## config.mk

```make
export PLATFORM = sky130hd
export DESIGN_NAME = bus_decoder_mmu
export DESIGN_NICKNAME = d
export VERILOG_FILES = /design/src/rtl/bus_decoder_mmu.sv
export SDC_FILE = /design/constraint.sdc
export NUM_CORES = 1
export LEC_CHECK = 0
export CORE_ASPECT_RATIO = 2
export CORE_MARGIN = 5
export CORE_UTILIZATION = 56
export DETAILED_ROUTE_END_ITERATION = 12
export HOLD_SLACK_MARGIN = 0.12
export PLACE_DENSITY = 0.79
export SYNTH_ARGS = -nofsm -noshare
export SYNTH_HDL_FRONTEND = slang
export SYNTH_SLANG_ARGS = --single-unit
```

## constraint.sdc

```tcl
create_clock -name clk_i -period 5.9 [get_ports clk_i]
set_clock_uncertainty 0.1 [all_clocks]
set_input_delay 1.18 -clock clk_i [delete_from_list [all_inputs] [get_ports clk_i]]
set_output_delay 1.18 -clock clk_i [all_outputs]
set_load 0.03 [all_outputs]
```

## src/rtl/bus_decoder_mmu.sv

```systemverilog
// 6502 system address decoder with a 16-entry page-mapping unit and an RDY wait-state FSM.
// Optional write protection of mapped pages is enabled by defining MMU_WRITE_PROTECT_EN.
module bus_decoder_mmu #(
    parameter int unsigned       NUM_IO      = 9,
    parameter logic [15:0]       IO_BASE     = 16'hFE00,
    parameter logic [15:0]       ROM_BASE    = 16'hE000,
    parameter int unsigned       PHYS_BITS   = 20,
    parameter logic [NUM_IO-1:0] WAIT_MASK   = '0,
    parameter int unsigned       WAIT_CYCLES = 2
) (
    input  logic                 clk_i,
    input  logic                 rst_n_i,
    input  logic                 R_W_n,
    input  logic [15:0]          addr_i,
    input  logic [15:0]          addr_w_i,
    input  logic [7:0]           data_i,
    output logic [7:0]           data_o,
    output logic                 ram_cs,
    output logic                 ram_we,
    output logic [PHYS_BITS-1:0] ram_addr_o,
    output logic                 rom_cs,
    output logic                 addr_dec_cs,
    output logic [NUM_IO-1:0]    io_cs,
    output logic                 rdy_o
`ifdef MMU_WRITE_PROTECT_EN
    ,
    output logic                 wp_fault_o
`endif
);

    localparam int unsigned      E        = PHYS_BITS - 12;
    localparam int unsigned      CNT_W    = (WAIT_CYCLES < 2) ? 1 : $clog2(WAIT_CYCLES + 1);
    localparam logic [CNT_W-1:0] CNT_INIT = (WAIT_CYCLES > 1) ? CNT_W'(WAIT_CYCLES - 1) : '0;
    localparam logic [CNT_W-1:0] CNT_ONE  = CNT_W'(1);
    localparam logic [7:0]       NUM_IO_B = 8'(NUM_IO);
    localparam logic [16:0]      IO_LAST  = {1'b0, IO_BASE} + 17'h000FF;
    localparam bit               WAITS_ON = (WAIT_CYCLES > 0);

    logic                 wr_en;
    logic [7:0]           io_bank_l_q, io_bank_l_d;
    logic [7:0]           io_bank_h_q, io_bank_h_d;
    logic [7:0]           rom_sel_q,   rom_sel_d;
    logic [15:0][E-1:0]   map_w;

    assign wr_en = ~R_W_n;

    always_comb begin
        io_bank_l_d = io_bank_l_q;
        io_bank_h_d = io_bank_h_q;
        rom_sel_d   = rom_sel_q;
        if (wr_en && addr_i == 16'h0000) io_bank_l_d = data_i;
        if (wr_en && addr_i == 16'h0001) io_bank_h_d = data_i;
        if (wr_en && addr_i == 16'h0002) rom_sel_d   = data_i;
    end

    always_ff @(posedge clk_i or negedge rst_n_i) begin
        if (!rst_n_i) begin
            io_bank_l_q <= '0;
            io_bank_h_q <= '0;
            rom_sel_q   <= '0;
        end else begin
            io_bank_l_q <= io_bank_l_d;
            io_bank_h_q <= io_bank_h_d;
            rom_sel_q   <= rom_sel_d;
        end
    end

    // Page map resets to identity so the CPU sees a flat 64K view before software sets it up.
    generate
        for (genvar gi = 0; gi < 16; gi++) begin : g_map
            logic [E-1:0] entry_q;
            always_ff @(posedge clk_i or negedge rst_n_i) begin
                if (!rst_n_i)
                    entry_q <= E'(gi);
                else if (wr_en && addr_i == (16'h0010 + 16'(gi)))
                    entry_q <= data_i[E-1:0];
            end
            assign map_w[gi] = entry_q;
        end
    endgenerate

`ifdef MMU_WRITE_PROTECT_EN
    logic [15:0] wp_mask_q, wp_mask_d;
    logic        wp_fault_q, wp_fault_d;
`endif

    logic       dec_hit;
    logic [7:0] reg_rdata;

    always_comb begin
        dec_hit   = 1'b0;
        reg_rdata = '0;
        case (addr_w_i)
            16'h0000: begin dec_hit = 1'b1; reg_rdata = io_bank_l_q; end
            16'h0001: begin dec_hit = 1'b1; reg_rdata = io_bank_h_q; end
            16'h0002: begin dec_hit = 1'b1; reg_rdata = rom_sel_q;   end
`ifdef MMU_WRITE_PROTECT_EN
            16'h0020: begin dec_hit = 1'b1; reg_rdata = wp_mask_q[7:0];  end
            16'h0021: begin dec_hit = 1'b1; reg_rdata = wp_mask_q[15:8]; end
            16'h0022: begin dec_hit = 1'b1; reg_rdata = {7'b0, wp_fault_q}; end
`endif
            default: begin
                if (addr_w_i[15:4] == 12'h001) begin
                    dec_hit   = 1'b1;
                    reg_rdata = 8'(map_w[addr_w_i[3:0]]);
                end
            end
        endcase
    end

    logic in_io, in_rom, bank_zero, bank_dev, io_sel, rom_hit, ram_hit, ram_wr;

    assign in_io     = ({1'b0, addr_w_i} >= {1'b0, IO_BASE}) && ({1'b0, addr_w_i} <= IO_LAST);
    assign in_rom    = (addr_w_i >= ROM_BASE) && (addr_w_i != 16'hFFFF);
    assign bank_zero = (io_bank_l_q == 8'h00);
    assign bank_dev  = !bank_zero && (io_bank_l_q < NUM_IO_B);

    // Priority: decoder registers, then the I/O window, then ROM, with RAM as the fallback.
    assign io_sel  = !dec_hit && in_io && bank_dev;
    assign rom_hit = !dec_hit && ((in_io && bank_zero) || (!in_io && in_rom && rom_sel_q == 8'h00));
    assign ram_hit = !(dec_hit || io_sel || rom_hit);
    assign ram_wr  = ram_hit && wr_en;

    assign addr_dec_cs = dec_hit;
    assign rom_cs      = rom_hit;
    assign ram_cs      = ram_hit;
    assign data_o      = reg_rdata;
    assign ram_addr_o  = {map_w[addr_w_i[15:12]], addr_w_i[11:0]};

    assign io_cs[0] = 1'b0;
    generate
        for (genvar gi = 1; gi < NUM_IO; gi++) begin : g_io_cs
            assign io_cs[gi] = io_sel && (io_bank_l_q == 8'(gi));
        end
    endgenerate

`ifdef MMU_WRITE_PROTECT_EN
    logic page_prot;
    assign page_prot = wp_mask_q[addr_w_i[15:12]];

    // A protected write in the same cycle as a clear still leaves the fault flagged.
    always_comb begin
        wp_mask_d  = wp_mask_q;
        wp_fault_d = wp_fault_q;
        if (wr_en && addr_i == 16'h0020) wp_mask_d[7:0]  = data_i;
        if (wr_en && addr_i == 16'h0021) wp_mask_d[15:8] = data_i;
        if (wr_en && addr_i == 16'h0022) wp_fault_d      = 1'b0;
        if (ram_wr && page_prot)         wp_fault_d      = 1'b1;
    end

    always_ff @(posedge clk_i or negedge rst_n_i) begin
        if (!rst_n_i) begin
            wp_mask_q  <= '0;
            wp_fault_q <= 1'b0;
        end else begin
            wp_mask_q  <= wp_mask_d;
            wp_fault_q <= wp_fault_d;
        end
    end

    assign ram_we     = ram_wr && !page_prot;
    assign wp_fault_o = wp_fault_q;
`else
    assign ram_we = ram_wr;
`endif

    typedef enum logic [1:0] {ST_IDLE, ST_WAIT, ST_DONE} state_t;

    state_t           state_q;
    logic [CNT_W-1:0] cnt_q;
    logic             slow_hit, start_wait;

    assign slow_hit   = |(io_cs & WAIT_MASK);
    assign start_wait = (state_q == ST_IDLE) && slow_hit && WAITS_ON;

    // DONE always gives one RDY-high cycle so a held slow address cannot stall forever.
    always_ff @(posedge clk_i or negedge rst_n_i) begin
        if (!rst_n_i) begin
            state_q <= ST_IDLE;
            cnt_q   <= '0;
        end else begin
            case (state_q)
                ST_IDLE: begin
                    if (start_wait) begin
                        if (WAIT_CYCLES == 1) begin
                            state_q <= ST_DONE;
                        end else begin
                            state_q <= ST_WAIT;
                            cnt_q   <= CNT_INIT;
                        end
                    end
                end
                ST_WAIT: begin
                    cnt_q <= cnt_q - CNT_ONE;
                    if (cnt_q == CNT_ONE) state_q <= ST_DONE;
                end
                ST_DONE: state_q <= ST_IDLE;
                default: state_q <= ST_IDLE;
            endcase
        end
    end

    assign rdy_o = ~(start_wait || (state_q == ST_WAIT));

endmodule

```

Yosys cells after proc, flatten, opt, wreduce, memory -nomap -nowiden
Cells that the tools add are included.
Operators by class
  add/sub/neg operators: 1
  multipliers: 0
  divide/modulo/power cells: 0
  order comparisons: 6
  equal/unequal tests: 33
  shift operators: 0
  multiplexer cells: 10
  bitwise operators: 3
  reduce and logical (&&, ||, !) cells: 51
Operators with widths (count)
  == test 16 x 5 -> 1 bit (second input constant): 16
  binary-select mux 8 bit (select 4 bit): 2
  logical AND 1 bit: 37
  == test 16 x 1 -> 1 bit (second input constant): 2
  == test 16 x 2 -> 1 bit (second input constant): 2
  == test 8 x 3 -> 1 bit (second input constant): 4
  greater-or-equal comparator 16 bit (second input constant): 2
  zero test 16 bit: 2
  two-way mux 8 bit: 3
  one-hot mux 8 bit (3 select lines): 1
  == test 8 x 2 -> 1 bit (second input constant): 2
  <= comparator 16 bit (second input constant): 1
  zero test 8 bit: 2
  inequality test 16 bit (second input constant): 1
  == test 12 x 1 -> 1 bit (second input constant): 1
  less-than comparator 4 x 5 -> 1 bit (second input constant): 2
  == test 8 x 1 -> 1 bit (second input constant): 1
  == test 8 x 4 -> 1 bit (second input constant): 1
  less-than comparator 8 x 4 -> 1 bit (second input constant): 1
  == test 2 x 1 -> 1 bit (second input constant): 2
  zero test 1 bit: 4
  one-hot mux 2 bit (2 select lines): 1
  logical OR 1 bit: 3
  NOT 1 bit: 3
  other kinds (7): 8
Word-level totals
  register bits after elaboration: 156
  bits in latches: 0
  bits in writable memories: 0
  memory bits (read-only): 0
  output and inout bits: 42
  memories kept: 0

Longest topological paths before layout
Gate-level depths: netlist of run 1.
  depth after elaboration: 10
  gate-level depth with buffers: 8

Least setup slack after synthesis of run 1
OpenSTA, ideal clock, no wires.
  kind: input port to output port
  from: in addr_w_i[1]
  to: out ram_we
  data arrival time: 4.157 ns
  setup slack: 0.463 ns
  stages: 7
  path buffers: 3
  path through: buf_4 -> buf_2 -> buf_2 -> nand2_1 -> o311ai_0 -> a21oi_1 -> a2111oi_0
On the way
  word-level cells in the longest chain between the ends: 10
RTL lines
  start: declaration: line 15  | input logic [15:0] addr_w_i,
  greater-or-equal comparator 16 bit or <= comparator 16 bit (tied branches): line 113  | assign in_io = ({1'b0, addr_w_i} >= {1'b0, IO_BASE}) && ({1'b0, addr_w_i} <= IO_LAST);
  logical AND 1 bit: line 113
  zero test 1 bit: line 120  | assign rom_hit = !dec_hit && ((in_io && bank_zero) || (!in_io && in_rom && rom_sel_q == 8'h00));
  logical AND 1 bit (2 in a row): line 120
  logical OR 1 bit: line 120
  logical AND 1 bit *: line 120
  via rom_cs: line 21  | output logic rom_cs,
  logical OR 1 bit *: line 121  | assign ram_hit = !(dec_hit || io_sel || rom_hit);
  zero test 1 bit *: line 121
  logical AND 1 bit *: line 122  | assign ram_wr = ram_hit && wr_en;
  end: declaration: line 19  | output logic ram_we,
Mark *: on every way through the listed nets, which the timed path passes. The rest lies on a longest branch.

Final worst setup path of run 1
  from: in addr_w_i[14]
  to: out ram_we
On the way
  word-level cells in the longest chain between the ends: 10
RTL lines (line)
  greater-or-equal comparator 16 bit (tied with other cells): 113
  logical AND 1 bit (tied with other cells): 113
  zero test 1 bit or two-way mux 1 bit (tied branches): 120, 93
  logical AND 1 bit or zero test 1 bit (tied branches): 120, 119
  logical AND 1 bit (on tied branches): 120, 119
  logical OR 1 bit or logical AND 1 bit (tied branches): 120, 119
  logical AND 1 bit or logical OR 1 bit (tied branches): 120, 121
  logical OR 1 bit *: 121
  zero test 1 bit *: 121
  logical AND 1 bit *: 122
Every way passes the cells marked *; elsewhere a longest branch is shown, timed or not.

==> summary.md, run 1 <==
| Metric | Value |
|---|---|
| Worst vdd ir | `202.9 uV` |
| Fmax achieved | `193.7 MHz` |
| Share of cells above drive strength 1 | `0.5329` |
| Starting Density | `0.5720` |
| Setup TNS | `0 ns` |
| GRT Resource Usage Total | `0.2636` |
| Clock Sinks | `152` |
| Worst Path Buf+Inv | `2` |
| Highest-count cells in the layout ignoring fill and taps | `146 x mux2_2, 120 x dfrtp_1, 72 x mux4_2, 63 x clkdlybuf4s50_1, 32 x dfstp_2` |
| Syn Std Cell Area | `0.008477 mm2` |
| H-tree levels | `4` |
| Routed WL | `22.55 mm` |
| Seq cells post-synth | `152` |
| Crit Path Class | `input pin to primary output` |
| Largest net degree at the start of global routing | `115` |
| Syn_area_per_cell | `14.90 um2` |
| Antenna fix cells | `0` |
| Core ar. | `0.01482 mm2` |
| CTS Hold Bufs | `0` |
| Clock buffer count from CTS | `17` |
| Slowest CP cell | `clkdlybuf4s50_1` |
| Asr flop ratio synth | `1.000` |
| Synth unique cells | `46` |
| Fillers | `1060` |
| Power density cells | `233.2 mW/mm2` |
| Reg2reg setup slack | `4.88 ns` |
| WHS Path Cells | `1` |
| Final Setup Violations | `0` |
| Number of port buffers | `82` |
| RSZ-0062 raised after global routing | `false` |
| Post-DP Area | `0.009345 mm2` |
| CP delay by family, top | `simple AND/OR/NAND/NOR gates` |
| FP Rows | `63` |
| Post-DR wirelength/cell | `27.07 um` |
| Vias per inst | `6.553` |
| Synth Warn # | `0` |
| Vias in the first global route | `6133` |
| Final ANT Viol Nets | `0` |
| Utilization after layout | `0.6709` |
| EDFF count, synth | `0` |
| Ys flop type | `dfrtp_1` |
| Number of setup buffers added after CTS | `0` |
| Final instance area | `0.009942 mm2` |
| Slew @ Worst Pin | `1.331 ns` |
| Post-synthesis cell count | `569` |
| XOR/XNOR Fraction of Synth Area | `0.001033` |
| Final nets | `668` |
| Leak pwr | `0.004308 uW` |
| Die area | `0.01785 mm2` |
| Stages on the worst setup path | `6` |
| Syn nets | `612` |
| Remaining DRCs | `0` |
| Cells on worst reg2reg path | `1` |
| Root buf cell | `clkbuf_16` |
| HP Class | `flip-flop to flip-flop` |
| Most frequent cell on the critical path | `clkdlybuf4s50_1` |
| CP Launch Type | `input pin` |
| Post-Layout Cell Count | `833` |
| Slew Limit Fails | `0` |
| Die Ht | `184.0 um` |
| Clk slew on worst S/H paths | `0.06 ns` |
| Status | `finished, final reports clean` |
| Cell total after placement | `801` |
| Post-CTS Resized | `0` |
| Die X-Extent | `97.00 um` |
| Crit-path max FO | `5` |
| Crit path DAT | `3.88 ns` |
| CP Cell Sequence | `clkdlybuf4s50_1 > or4_1 > nor4_2 > nor3b_1 > a2111oi_0 > clkdlybuf4s50_1` |
| Congestion Overflow GR | `0` |
| First-pass GRT wire length | `35.51 mm` |
| Via count | `5459` |
| Post-Synth Adder-Cell Area | `0` |
| CTS tree | `yes` |
| Worst-skew pair later-pin latency | `0.44 ns` |
| Compound-gate portion of the synthesized area | `0.02672` |
| Endpoints failing hold | `0` |
| Dpl hpwl | `15.41 mm` |
| CP peak stage delay | `0.66 ns` |
| CTS max path bufs | `2` |
| WP data required | `4.62 ns` |
| Initial antenna violation count | `0` |
| Largest family of logic cells by synthesized area | `multiplexers` |
| Fin crit period | `5.164 ns` |
| Ports | `85` |
| Fin crit share | `0.8752` |
| Seq/Total Area, Yosys | `0.4534` |
| Slew Limit Headroom | `0.1082` |
| Initial DRC count | `362` |
| Area Overhead vs Synth | `17.28%` |
| CP Capture Type | `primary output` |
| Max-Cap Viols | `0` |
| Detailed Routing Iterations Pass 1 | `5` |
| Commonest non-fill, non-tap cell in the layout | `mux2_2` |
| Final RePlAce weighted congestion | `0.8992` |
| Simple-gate portion of the synthesized area | `0.07454` |
| Mux share of post-synthesis cell area | `0.4100` |
[through the flow]
step / power [uW] / setup WS, ns / hold WS (ns)
after floorplan: 1148 / 0.4626 / 0.3811
after global placement: 1225 / 0.8196 / 0.3901
after detailed placement: 1228 / 0.7967 / 0.3991
after CTS: 2326 / 0.7896 / 0.4129
after global routing: 2376 / 0.5688 / 0.4364
final: 2318 / 0.7360 / 0.4169
[worst paths after layout]
kind	start	to
worst max-delay path	addr_w_i[14]	ram_we
worst max register to register	io_bank_l_q[0]$_DFFE_PN0P_	io_bank_l_q[0]$_DFFE_PN0P_
worst min-delay path	io_bank_h_q[0]$_DFFE_PN0P_	io_bank_h_q[0]$_DFFE_PN0P_
max in group asynchronous	rst_n_i	g_map[15].entry_q[0]$_DFFE_PN1P_
min in group asynchronous	rst_n_i	g_map[5].entry_q[3]$_DFFE_PN0P_
worst min register to register	io_bank_h_q[0]$_DFFE_PN0P_	io_bank_h_q[0]$_DFFE_PN0P_
[where the power goes]
part           switching, uW  internal (uW)
registers              0.297           1040
logic                    103           62.2
clock network            437            672
total                    540           1780
[sequential cells by signal (all words and copies together) (netlist names)]
register       count
g_map.entry_q    128
io_bank_h_q        8
io_bank_l_q        8
rom_sel_q          8
[cell type report]
cell class,instances,area [um2],share of cell area
sequential,152,3844,0.3866
multi-input combinational,361,4368,0.4393
timing repair buffer,93,889.6,0.08948
clock buffer,19,442.9,0.04455
clock inverter,13,153.9,0.01548
tap,195,244.0,0.02454
[logic make-up after synthesis]
family                    Yosys count
and+or+nand+nor                    93
muxes                             235
AOI/OAI and AO/OA                  30
DFF                               152
other                               2
buffers and inverters              56
xor gates and xnor gates            1
[per-layer routing]
layer | vias up | GRT usage | share of wire
met1 | 2865 | 0.3078 | 0.36
li1 | 2305 | - | -
met2 | 235 | 0.4535 | 0.53
met3 | 54 | 0.05469 | 0.065
met4 | 0 | 0.1445 | 0.048
met5 | - | 0 | 0
[synthesized netlist by cell type (2+ instances only)]
cell type | n | share of area
nor2b_1 | 2 | 0.0015
mux4_2 | 72 | 0.19
and3_1 | 3 | 0.0022
or4_1 | 5 | 0.0044
nor4_1 | 3 | 0.0022
a21oi_1 | 4 | 0.0024
nor3_1 | 2 | 0.0012
dfstp_2 | 32 | 0.099
nand2_1 | 20 | 0.0089
buf_1 | 3 | 0.0013
o22ai_1 | 7 | 0.0052
conb_1 | 2 | 0.00089
nor2_4 | 3 | 0.0040
buf_4 | 16 | 0.014
nor3_2 | 4 | 0.0047
dfrtp_1 | 120 | 0.35
or3b_1 | 2 | 0.0021
nand4_1 | 3 | 0.0022
a221o_1 | 6 | 0.0071
nand2b_1 | 9 | 0.0066
nor4_2 | 4 | 0.0059
buf_2 | 10 | 0.0059
nor3_4 | 3 | 0.0058
mux2_2 | 146 | 0.19
and3b_1 | 2 | 0.0021
nor3b_1 | 4 | 0.0035
nor2_1 | 9 | 0.0040
clkbuf_1 | 27 | 0.012
nand3_1 | 3 | 0.0018
nor2_2 | 6 | 0.0044
mux2_4 | 8 | 0.014
mux2i_1 | 9 | 0.011
a22oi_1 | 7 | 0.0062
Power figures use the tool's default switching activity.
==> run 2: changes to the inputs <==
--- a/config.mk
+++ b/config.mk
@@ -9,7 +9,6 @@
 export CORE_MARGIN = 5
 export CORE_UTILIZATION = 56
 export DETAILED_ROUTE_END_ITERATION = 12
-export HOLD_SLACK_MARGIN = 0.12
 export PLACE_DENSITY = 0.79
 export SYNTH_ARGS = -nofsm -noshare
 export SYNTH_HDL_FRONTEND = slang
==> results of run 2 <==
Final layout, timing and power as in run 1 (identical DEF).
